### src/rtl/regfile_wb_arbiter.sv
// ---------------------------------------------------------------------------
// regfile_wb_arbiter
//
// Write-port controller for the 32-entry general purpose register file.
// Two writeback requesters, the ALU (port 0) and the load/memory unit
// (port 1), share the register file's single write port. Ties between them
// are broken round-robin. A busy scoreboard records registers that have a
// write outstanding. Decode uses it to detect read-after-write hazards and
// to stall write-after-write issue.
//
// Ports:
//   clock, reset          single clock, synchronous active-high reset
//   issue_valid/issue_rd  decode issues an instruction that writes issue_rd
//   issue_ready           combinational; low while issue_rd is still busy
//   wbN_valid/addr/data   writeback request from port N (0 = ALU, 1 = mem)
//   wbN_ready             combinational grant; transfer when valid && ready
//   rf_write_enable/addr/data  registered drive of the register file port
//   query_addrN           source registers being read by decode
//   query_busyN           combinational; queried register has a pending write
// ---------------------------------------------------------------------------
module regfile_wb_arbiter #(
    parameter int WORD_SIZE = 32
) (
    input  logic                 clock,
    input  logic                 reset,
    input  logic                 issue_valid,
    input  logic [4:0]           issue_rd,
    output logic                 issue_ready,
    input  logic                 wb0_valid,
    input  logic [4:0]           wb0_addr,
    input  logic [WORD_SIZE-1:0] wb0_data,
    output logic                 wb0_ready,
    input  logic                 wb1_valid,
    input  logic [4:0]           wb1_addr,
    input  logic [WORD_SIZE-1:0] wb1_data,
    output logic                 wb1_ready,
    output logic                 rf_write_enable,
    output logic [4:0]           rf_write_addr,
    output logic [WORD_SIZE-1:0] rf_write_data,
    input  logic [4:0]           query_addr1,
    input  logic [4:0]           query_addr2,
    output logic                 query_busy1,
    output logic                 query_busy2
);

    // Bit 0 is held at zero so x0 never reads as busy, so it can be
    // indexed directly by any 5-bit register number.
    logic [31:0]          busy;
    logic [31:0]          busy_next;
    logic                 last_grant;
    logic                 transfer;
    logic [4:0]           sel_addr;
    logic [WORD_SIZE-1:0] sel_data;
    logic                 issue_accept;

    // Round-robin grant: a lone requester always wins; on a tie the port
    // that did not win last time is granted.
    always_comb begin
        wb0_ready = wb0_valid && (!wb1_valid || last_grant);
        wb1_ready = wb1_valid && (!wb0_valid || !last_grant);
        transfer  = wb0_ready || wb1_ready;
        sel_addr  = wb1_ready ? wb1_addr : wb0_addr;
        sel_data  = wb1_ready ? wb1_data : wb0_data;
    end

    // Hazard outputs look only at the registered scoreboard. A clear that
    // happens on this edge does not release them early. This keeps the
    // dependent read behind the register file commit.
    always_comb begin
        issue_ready  = !busy[issue_rd];
        issue_accept = issue_valid && issue_ready;
        query_busy1  = busy[query_addr1];
        query_busy2  = busy[query_addr2];
    end

    // Next scoreboard value. The clear is applied before the set, so a new
    // issue to the same register on the same edge leaves it busy.
    always_comb begin
        busy_next = busy;
        if (transfer) begin
            busy_next[sel_addr] = 1'b0;
        end
        if (issue_accept) begin
            busy_next[issue_rd] = 1'b1;
        end
        busy_next[0] = 1'b0;
    end

    // State update. last_grant resets to 1 so port 0 wins the first tie.
    // A write to x0 is consumed but never enables the register file.
    always_ff @(posedge clock) begin
        if (reset) begin
            busy            <= '0;
            last_grant      <= 1'b1;
            rf_write_enable <= 1'b0;
            rf_write_addr   <= '0;
            rf_write_data   <= '0;
        end else begin
            busy <= busy_next;
            if (transfer) begin
                last_grant      <= wb1_ready;
                rf_write_enable <= (sel_addr != 5'd0);
                rf_write_addr   <= sel_addr;
                rf_write_data   <= sel_data;
            end else begin
                rf_write_enable <= 1'b0;
            end
        end
    end

endmodule

### config.mk
export PLATFORM = sky130hd
export DESIGN_NAME = regfile_wb_arbiter
export DESIGN_NICKNAME = d
export VERILOG_FILES = /design/src/rtl/regfile_wb_arbiter.sv
export SDC_FILE = /design/constraint.sdc
export NUM_CORES = 1
export LEC_CHECK = 0
export BUFFER_PORTS_ARGS = -buffer_cell sky130_fd_sc_hd__buf_4
export CAP_MARGIN = 25
export CORE_MARGIN = 1
export CORE_UTILIZATION = 51
export CTS_BUF_LIST = sky130_fd_sc_hd__clkbuf_16
export DETAILED_ROUTE_END_ITERATION = 10
export HOLD_SLACK_MARGIN = 0.08
export PLACE_DENSITY = 0.85
export SLEW_MARGIN = 20
export SYNTH_ARGS = -nofsm -noshare
export SYNTH_HDL_FRONTEND = slang
export SYNTH_SLANG_ARGS = --single-unit
### constraint.sdc
create_clock -name clock -period 4.5 [get_ports clock]
set_input_delay 1.35 -clock clock [delete_from_list [all_inputs] [get_ports clock]]
set_output_delay 1.35 -clock clock [all_outputs]
set_load 0.1 [all_outputs]
==> summary.md, run 1 <==
| Metric | Value |
|---|---|
| Final number of hold-violating endpoints | 0 |
| Maximum vdd drop | 0.0002679 V |
| Number of flip-flops and latches in the synthesized netlist | 70 |
| Critical Path Slowest Stage Cell | mux4_2 |
| HPWL after detailed placement | 8.753 mm |
| Maximum number of pins on one net before global-route repair | 73 |
| Bufs on Longest Clock Path | 2 |
| Synth cell types | 37 |
| Signed area change from the synthesized netlist to the final layout | 32.32% |
| Number of antenna violations at the first check in global routing | 0 |
| Number of DRC markers after the initial detailed-route iteration | 278 |
| Number of pins exceeding their max-slew limit in the final report | 0 |
| RD Place Congestion | 0.9279 |
| Initial Util | 53.01% |
| Count of yosys warnings during synthesis | 0 |
| Clock tree root buffer cell | clkbuf_16 |
| CTS tree | built |
| Worst hold path type | register to register |
| Core footprint | 7807 um^2 |
| Final Setup Violations | 0 |
| Number of placement rows | 32 |
| Fraction of final layout cells sized beyond drive strength 1 | 34.15% |
| Number of flops mapped to enable cells by yosys | 0 |
| P per Cell Area | 351.1 nW/um^2 |
| Total Routed Length | 11.96 mm |
| Post-Route Setup TNS | 0 ps |
| Fraction of the yosys area taken by sequential cells | 33.86% |
| Final critical path time including I/O delays and setup | 4401 ps |
| Deepest level of the CTS H-tree | 3 |
| CTS Buf Count | 9 |
| Die Wd | 92.09 um |
| Slew at the pin closest to its max-slew limit | 955.1 ps |
| Worst stage delay on the critical path | 520 ps |
| Global-route wire length before repair | 19.04 mm |
| Share of async-settable or async-resettable flops after synthesis | 0% |
| Highest attainable clock frequency | 227.2 MHz |
| Post-detailed-route wirelength per cell | 17.70 um |
| Clock sink count | 70 |
| Kind of end point of the critical path | primary output |
| Residual antenna-violating net count after detailed routing | 0 |
| Number of nets in the layout | 663 |
| Cell count after synthesis | 455 |
| Number of buffers added on ports | 136 |
| # Max-Cap Violations | 0 |
| Status | finished clean |
| Number of resized instances in the post-cts repair step | 0 |
| Non-filler cells, final | 676 |
| Synthesized area per cell | 9.097 um^2 |
| Number of buffers inserted by post-CTS setup repair | 0 |
| Area enclosed by the die boundary | 8480 um^2 |
| Number of top-level design ports | 137 |
| Clock Skew | 12.46 ps |
| Via count | 4007 |
| Critical Path, Cell by Cell | buf_4 > mux4_2 > mux4_2 > mux2_2 > buf_4 |
| Hold-fix buffers, CTS | 0 |
| Leakage dissipation | 0.002261 uW |
| Synthesized cell area | 4139 um^2 |
| Number of buffers and inverters on the critical path | 2 |
| Setup repair after global routing missed its margin | no |
| Maximum fanout encountered on the critical timing path | 9 |
| Prevailing post-synth register cell | dfxtp_1 |
| Cell count after placement | 660 |
| First-pass iteration count of the detailed router | 4 |
| Die outline height | 92.09 um |
| Post-route clock period utilization | 97.80% |
| Number of global-route vias before repair | 3874 |
| GRT Residual Overflow | 0 |
| Clock Latency Late Sink | 330 ps |
| Start-to-end type of the worst setup path | input port to primary output |
| Synth Net Count | 549 |
| Crit path launch type | input port |
| Relative slew slack | 36.03% |
| Clock-pin transition on the worst setup and hold timing paths | 50 ps |
| Data arrival time of the critical path | 3050 ps |
| Total global routing track utilization | 28.89% |
| Worst EP required | 3150 ps |
| Routed vias/inst | 5.928 |
| Count of antenna diodes in the layout | 0 |
| Largest delay contributor family on the critical path | multiplexers |
| Remaining DRCs | 0 |
## logic make-up (layout without fill, tap and decap cells)
group / Yosys count / after routing / synth area share [%]
and+or+nand+nor: 155 / 155 / 18.71
AOI/OAI and AO/OA: 112 / 112 / 17.93
muxes: 73 / 73 / 24.70
DFF: 70 / 70 / 33.86
buffers and inverters: 45 / 164 / 4.807
## synthesized netlist by cell type, types with 2 or more instances
library cell | n | area (um^2)
dfxtp_1 | 70 | 1401
nor2_1 | 60 | 225.2
o21ai_0 | 52 | 260.3
mux2i_1 | 47 | 470.5
a211oi_1 | 36 | 270.3
nor2b_1 | 32 | 200.2
nand2_1 | 26 | 97.59
clkbuf_1 | 23 | 86.33
mux4_2 | 23 | 518.0
buf_2 | 12 | 60.06
or3_1 | 11 | 68.82
a21oi_1 | 8 | 40.04
nand2b_1 | 7 | 43.79
inv_1 | 6 | 22.52
nand3b_1 | 4 | 30.03
o41ai_2 | 4 | 65.06
or3b_2 | 4 | 35.03
mux2_2 | 3 | 33.78
o32ai_1 | 3 | 26.28
or2_2 | 3 | 18.77
buf_1 | 2 | 7.510
buf_6 | 2 | 22.52
nand3_1 | 2 | 10.01
nor3_1 | 2 | 10.01
## worst min-delay path, cell delays in order (launching register included)
cell and delay [ps]:
dfxtp_1 310, nand2_1 60, a21oi_1 50
## area by class of cell
cell class / instances / area [um^2]
inverter: 6 / 26.28
clock buffer: 9 / 225.2
fill: 604 / 2331
multi-input combinational: 340 / 2550
sequential: 70 / 1401
clock inverter: 7 / 80.08
timing repair buffer: 142 / 1066
tap: 102 / 127.6
## flip-flops by register name, summed over array words and instances (netlist names)
signal	cells
busy	31
rf_write_data	32
last_grant	1
rf_write_addr	5
rf_write_enable	1
## final timing paths
kind                    start  slack [ps]  cells past startpoint          endpoint
max            query_addr2[0]         100                      5       query_busy2
min          rf_write_addr[1]         470                      2  rf_write_addr[1]
max reg2reg        last_grant        2130                      6          busy[17]
min reg2reg  rf_write_addr[1]         470                      2  rf_write_addr[1]
## stage by stage
| step | utilization [%] | setup slack [ps] | power, uW | hold WS (ps) | cell area, um^2 |
|---|---|---|---|---|---|
| after floorplan | - | 60.36 | 1052 | 444.8 | 4143 |
| after global placement | 66.23 | 138.1 | 1195 | 458.9 | 5171 |
| after detailed placement | 66.23 | 85.31 | 1206 | 461.8 | 5171 |
| after CTS | 70.14 | 85.15 | 1930 | 471.5 | 5477 |
| after global routing | 70.14 | 57.58 | 1988 | 500.6 | 5477 |
| final | 70.14 | 99.13 | 1923 | 473.7 | 5477 |
## metal layers
layer | global-route usage (%) | routed length [um] | vias up
met5 | 0 | 0 | -
met3 | 10.03 | 1164 | 30
met4 | 13.41 | 348 | 0
li1 | - | - | 1890
met1 | 33.86 | 4608 | 1887
met2 | 47.33 | 5841 | 200
## report_power, final
part / switching (uW) / internal [uW] / leakage, uW
logic: 365 / 158 / 0.00153
clock network: 251 / 476 / 0.000153
registers: 19.6 / 653 / 0.000575
total: 636 / 1290 / 0.00226
## placed cells by master, fill, tap and decap left out, types with 6 or more instances in the layout
cell type and instances:
nor2b_1 32, a211oi_1 36, o21ai_0 52, buf_4 142
mux2i_1 47, inv_1 6, nand2_1 26, a21oi_1 8
dfxtp_1 70, nand2b_1 7, mux4_2 23, or3_1 11
nor2_1 60, clkbuf_16 9
Note: power is estimated with default switching activity, not from simulation.
==> run 2: changes to the inputs <==
--- a/config.mk
+++ b/config.mk
@@ -11,7 +11,7 @@
 export CORE_UTILIZATION = 51
 export CTS_BUF_LIST = sky130_fd_sc_hd__clkbuf_16
 export DETAILED_ROUTE_END_ITERATION = 10
-export HOLD_SLACK_MARGIN = 0.08
+export HOLD_SLACK_MARGIN = 0.15
 export PLACE_DENSITY = 0.85
 export SLEW_MARGIN = 20
 export SYNTH_ARGS = -nofsm -noshare
==> constraint.sdc (replaced) <==
create_clock -name clock -period 4.6 [get_ports clock]
set_input_delay 1.38 -clock clock [delete_from_list [all_inputs] [get_ports clock]]
set_output_delay 1.38 -clock clock [all_outputs]
set_load 0.1 [all_outputs]
==> run 2 against run 1 <==
  * Die area unchanged
  * Sequential power down 2%
  * Via count up 1.2%
  * Utilization up 0.83 points
  * Critical path type unchanged
  * Largest cell class unchanged
  * Sequential cell count unchanged
  * Combinational power down 2%
  * Critical path depth unchanged
  * Routed wire length up 3.1%
  * Clock power up 18%
  * Critical endpoint unchanged
==> summary.md, run 2 (synthesized netlist as in run 1, its figures left out) <==
| Metric | Value |
|---|---|
| Setup repair after global routing missed its margin | no (unchanged) |
| Status | finished clean (unchanged) |
| Worst stage delay on the critical path | 520 ps (about the same) |
| Fraction of final layout cells sized beyond drive strength 1 | 34.84% (was 34.15%) |
| Cell count after placement | 660 (unchanged) |
| Worst Hold Launch | rf_write_addr[1] (unchanged) |
| Critical Path Slowest Stage Cell | mux4_2 (unchanged) |
| Number of global-route vias before repair | 4028 (was 3874) |
| Capture point of the worst reg-to-reg path | busy[17] (unchanged) |
| Area enclosed by the die boundary | 8480 um^2 (unchanged) |
| Hold EP | rf_write_addr[1] (unchanged) |
| Relative slew slack | 42.58% (was 36.03%) |
| CTS tree | built (unchanged) |
| Total power | 2027 uW (was 1923 uW) |
| R2r worst-path depth | 6 (unchanged) |
| Total Routed Length | 12.34 mm (was 11.96 mm) |
| Start-to-end type of the worst setup path | input port to primary output (unchanged) |
| Final Setup Violations | 0 (unchanged) |
| Number of buffers inserted by post-CTS setup repair | 0 (unchanged) |
| Via count | 4054 (was 4007) |
| Slew at the pin closest to its max-slew limit | 857.2 ps (was 955.1 ps) |
| Deepest level of the CTS H-tree | 3 (unchanged) |
| Final number of hold-violating endpoints | 0 (unchanged) |
| Signed area change from the synthesized netlist to the final layout | 33.89% (was 32.32%) |
| Die outline height | 92.09 um (unchanged) |
| Number of top-level design ports | 137 (unchanged) |
| Most flop-heavy register | rf_write_data (unchanged) |
| Worst hold path type | register to register (unchanged) |
| RD Place Congestion | 0.9200 (was 0.9279) |
| Number of buffers and inverters on the critical path | 2 (unchanged) |
| # Max-Cap Violations | 0 (unchanged) |
| Top library cells by usage in the layout, fill and taps aside | 142 x buf_4, 70 x dfxtp_1, 60 x nor2_1 (unchanged) |
| Number of resized instances in the post-cts repair step | 0 (unchanged) |
| Clock tree root buffer cell | clkbuf_16 (unchanged) |
| Crit path launch type | input port (unchanged) |
| Number of antenna violations at the first check in global routing | 0 (unchanged) |
| Part of the power in registers | 32.5% (was 35.0%) |
| First-pass iteration count of the detailed router | 5 (was 4) |
| Maximum vdd drop | 0.0002957 V (was 0.0002679 V) |
| Routed vias/inst | 5.997 (was 5.928) |
| Post-Route Setup TNS | 0 ps (unchanged) |
| Non-filler cells, final | 676 (unchanged) |
| Internal | 1380 uW (was 1287 uW) |
| Bufs on Longest Clock Path | 2 (unchanged) |
| Switching share of power | 31.96% (was 33.08%) |
| GRT Residual Overflow | 0 (unchanged) |
| Most frequent standard cell in the layout excluding fill and tap cells | buf_4 (unchanged) |
| Number of pins exceeding their max-slew limit in the final report | 0 (unchanged) |
| CTS Buf Count | 9 (unchanged) |
| Maximum fanout encountered on the critical timing path | 9 (unchanged) |
| Final critical path time including I/O delays and setup | 4481 ps |
| Clock Skew | 8.000 ps (was 12.46 ps) |
| Largest delay contributor family on the critical path | multiplexers (unchanged) |
| Clock-pin transition on the worst setup and hold timing paths | 60 ps (was 50 ps) |
| Post-layout util | 70.98% (was 70.14%) |
| Leakage dissipation | 0.002284 uW (was 0.002261 uW) |
| Die Wd | 92.09 um (unchanged) |
| Maximum number of pins on one net before global-route repair | 73 (unchanged) |
| Worst EP required | 3220 ps (was 3150 ps) |
| Number of DRC markers after the initial detailed-route iteration | 302 (was 278) |
| Global-route wire length before repair | 19.69 mm (was 19.04 mm) |
| Initial Util | 53.01% (unchanged) |
| Hold-fix buffers, CTS | 0 (unchanged) |
| Logic depth of the worst setup path including buffers | 5 (unchanged) |
| Clock Latency Late Sink | 330 ps (about the same) |
| Number of nets in the layout | 663 (unchanged) |
| Number of placement rows | 32 (unchanged) |
| Clk network pwr share | 42.3% (was 37.8%) |
| Remaining DRCs | 0 (unchanged) |
| Count of antenna diodes in the layout | 0 (unchanged) |
| Post-detailed-route wirelength per cell | 18.25 um (was 17.70 um) |
| Total global routing track utilization | 30.21% (was 28.89%) |
| Part of the power in combinational logic | 25.2% (was 27.2%) |
| Clock sink count | 70 (unchanged) |
| Residual antenna-violating net count after detailed routing | 0 (unchanged) |
| Data arrival time of the critical path | 3100 ps (was 3050 ps) |
| Beginning of the worst register-to-register path | last_grant (unchanged) |
| Biggest regs | rf_write_data: 32 flops, busy: 31 flops, rf_write_addr: 5 flops (unchanged) |
| Number of cells on the worst hold path | 2 (unchanged) |
| Post-route clock period utilization | 97.41% |
| HPWL after detailed placement | 8.771 mm (was 8.753 mm) |
| Setup ws final | 119.4 ps (was 99.13 ps) |
| Number of flip-flops under the largest register name | 32 (unchanged) |
| Core footprint | 7807 um^2 (unchanged) |
| Number of buffers added on ports | 136 (unchanged) |
| P per Cell Area | 365.9 nW/um^2 (was 351.1 nW/um^2) |
| Net load switching power | 648.0 uW (was 636.1 uW) |
| Highest attainable clock frequency | 223.2 MHz |
| Kind of end point of the critical path | primary output (unchanged) |
| Worst reg2reg setup slack | 2120 ps (was 2130 ps) |
| Worst Setup Slack post-DPL | 110.3 ps (was 85.31 ps) |
| Critical Path, Cell by Cell | buf_4 > mux4_2 > mux4_2 > mux2_2 > buf_4 (unchanged) |
run 2: cell count changes in the layout (fill, tap and decap cells not counted):
cell | previous run | this run
bufinv_16 | 2 | 4
clkinv_1 | 3 | 0
clkinv_2 | 1 | 0
clkinv_4 | 0 | 1
clkinvlp_4 | 1 | 2
inv_1 | 6 | 5
inv_6 | 0 | 1
run 2: layout make-up:
class | instances | area, um^2
Clock buffer | 9 | 225.2
Clock inverter | 7 | 145.1
Fill cell | 588 | 2266
Inverter | 6 | 26.28
Multi-Input combinational cell | 340 | 2550
Sequential cell | 70 | 1401
Tap cell | 102 | 127.6
Timing Repair Buffer | 142 | 1066
run 2: worst register-to-register path, delay by kind of cell (launching register included):
family          cells  cell delay (ps)
compound gates      3              640
buf+inv             1              580
mux                 1              530
flops               1              350
simple gates        1              250
run 2: layer usage:
metal | wire length [um] | share of wire [%] | vias up | track usage [%]
met4 | 291 | 2.4 | 0 | 10.94
li1 | - | - | 1890 | -
met1 | 4662 | 38 | 1923 | 34.71
met3 | 1219 | 9.9 | 29 | 10.36
met2 | 6162 | 50 | 212 | 51.87
met5 | 0 | 0 | - | 0
run 2: worst max path at each step:
stage / from / endpoint / slack [ps]
3_3_place_gp: query_addr1[0] / query_busy1 / 180
3_5_place_dp: query_addr2[0] / query_busy2 / 110
5_1_grt: query_addr2[0] / query_busy2 / 100
2_1_floorplan: issue_rd[2] / issue_ready / 100
4_1_cts: query_addr2[0] / query_busy2 / 110
6_report: query_addr2[0] / query_busy2 / 120
run 2: per-stage QoR:
step / cell area (um^2) / hold slack (ps)
floorplan: 4143 / 444.8
global placement: 5171 / 450.6
detailed placement: 5171 / 467.5
CTS: 5542 / 476.9
global route: 5542 / 485.0
finish: 5542 / 471.0
run 2: power by group through the flow:
stage	Sequential, uW	Clock [uW]	Combinational (uW)
after floorplan	867	0	162
after global placement	668	0	500
after detailed placement	670	0	509
after CTS	658	862	511
after global routing	661	896	535
final	658	858	512
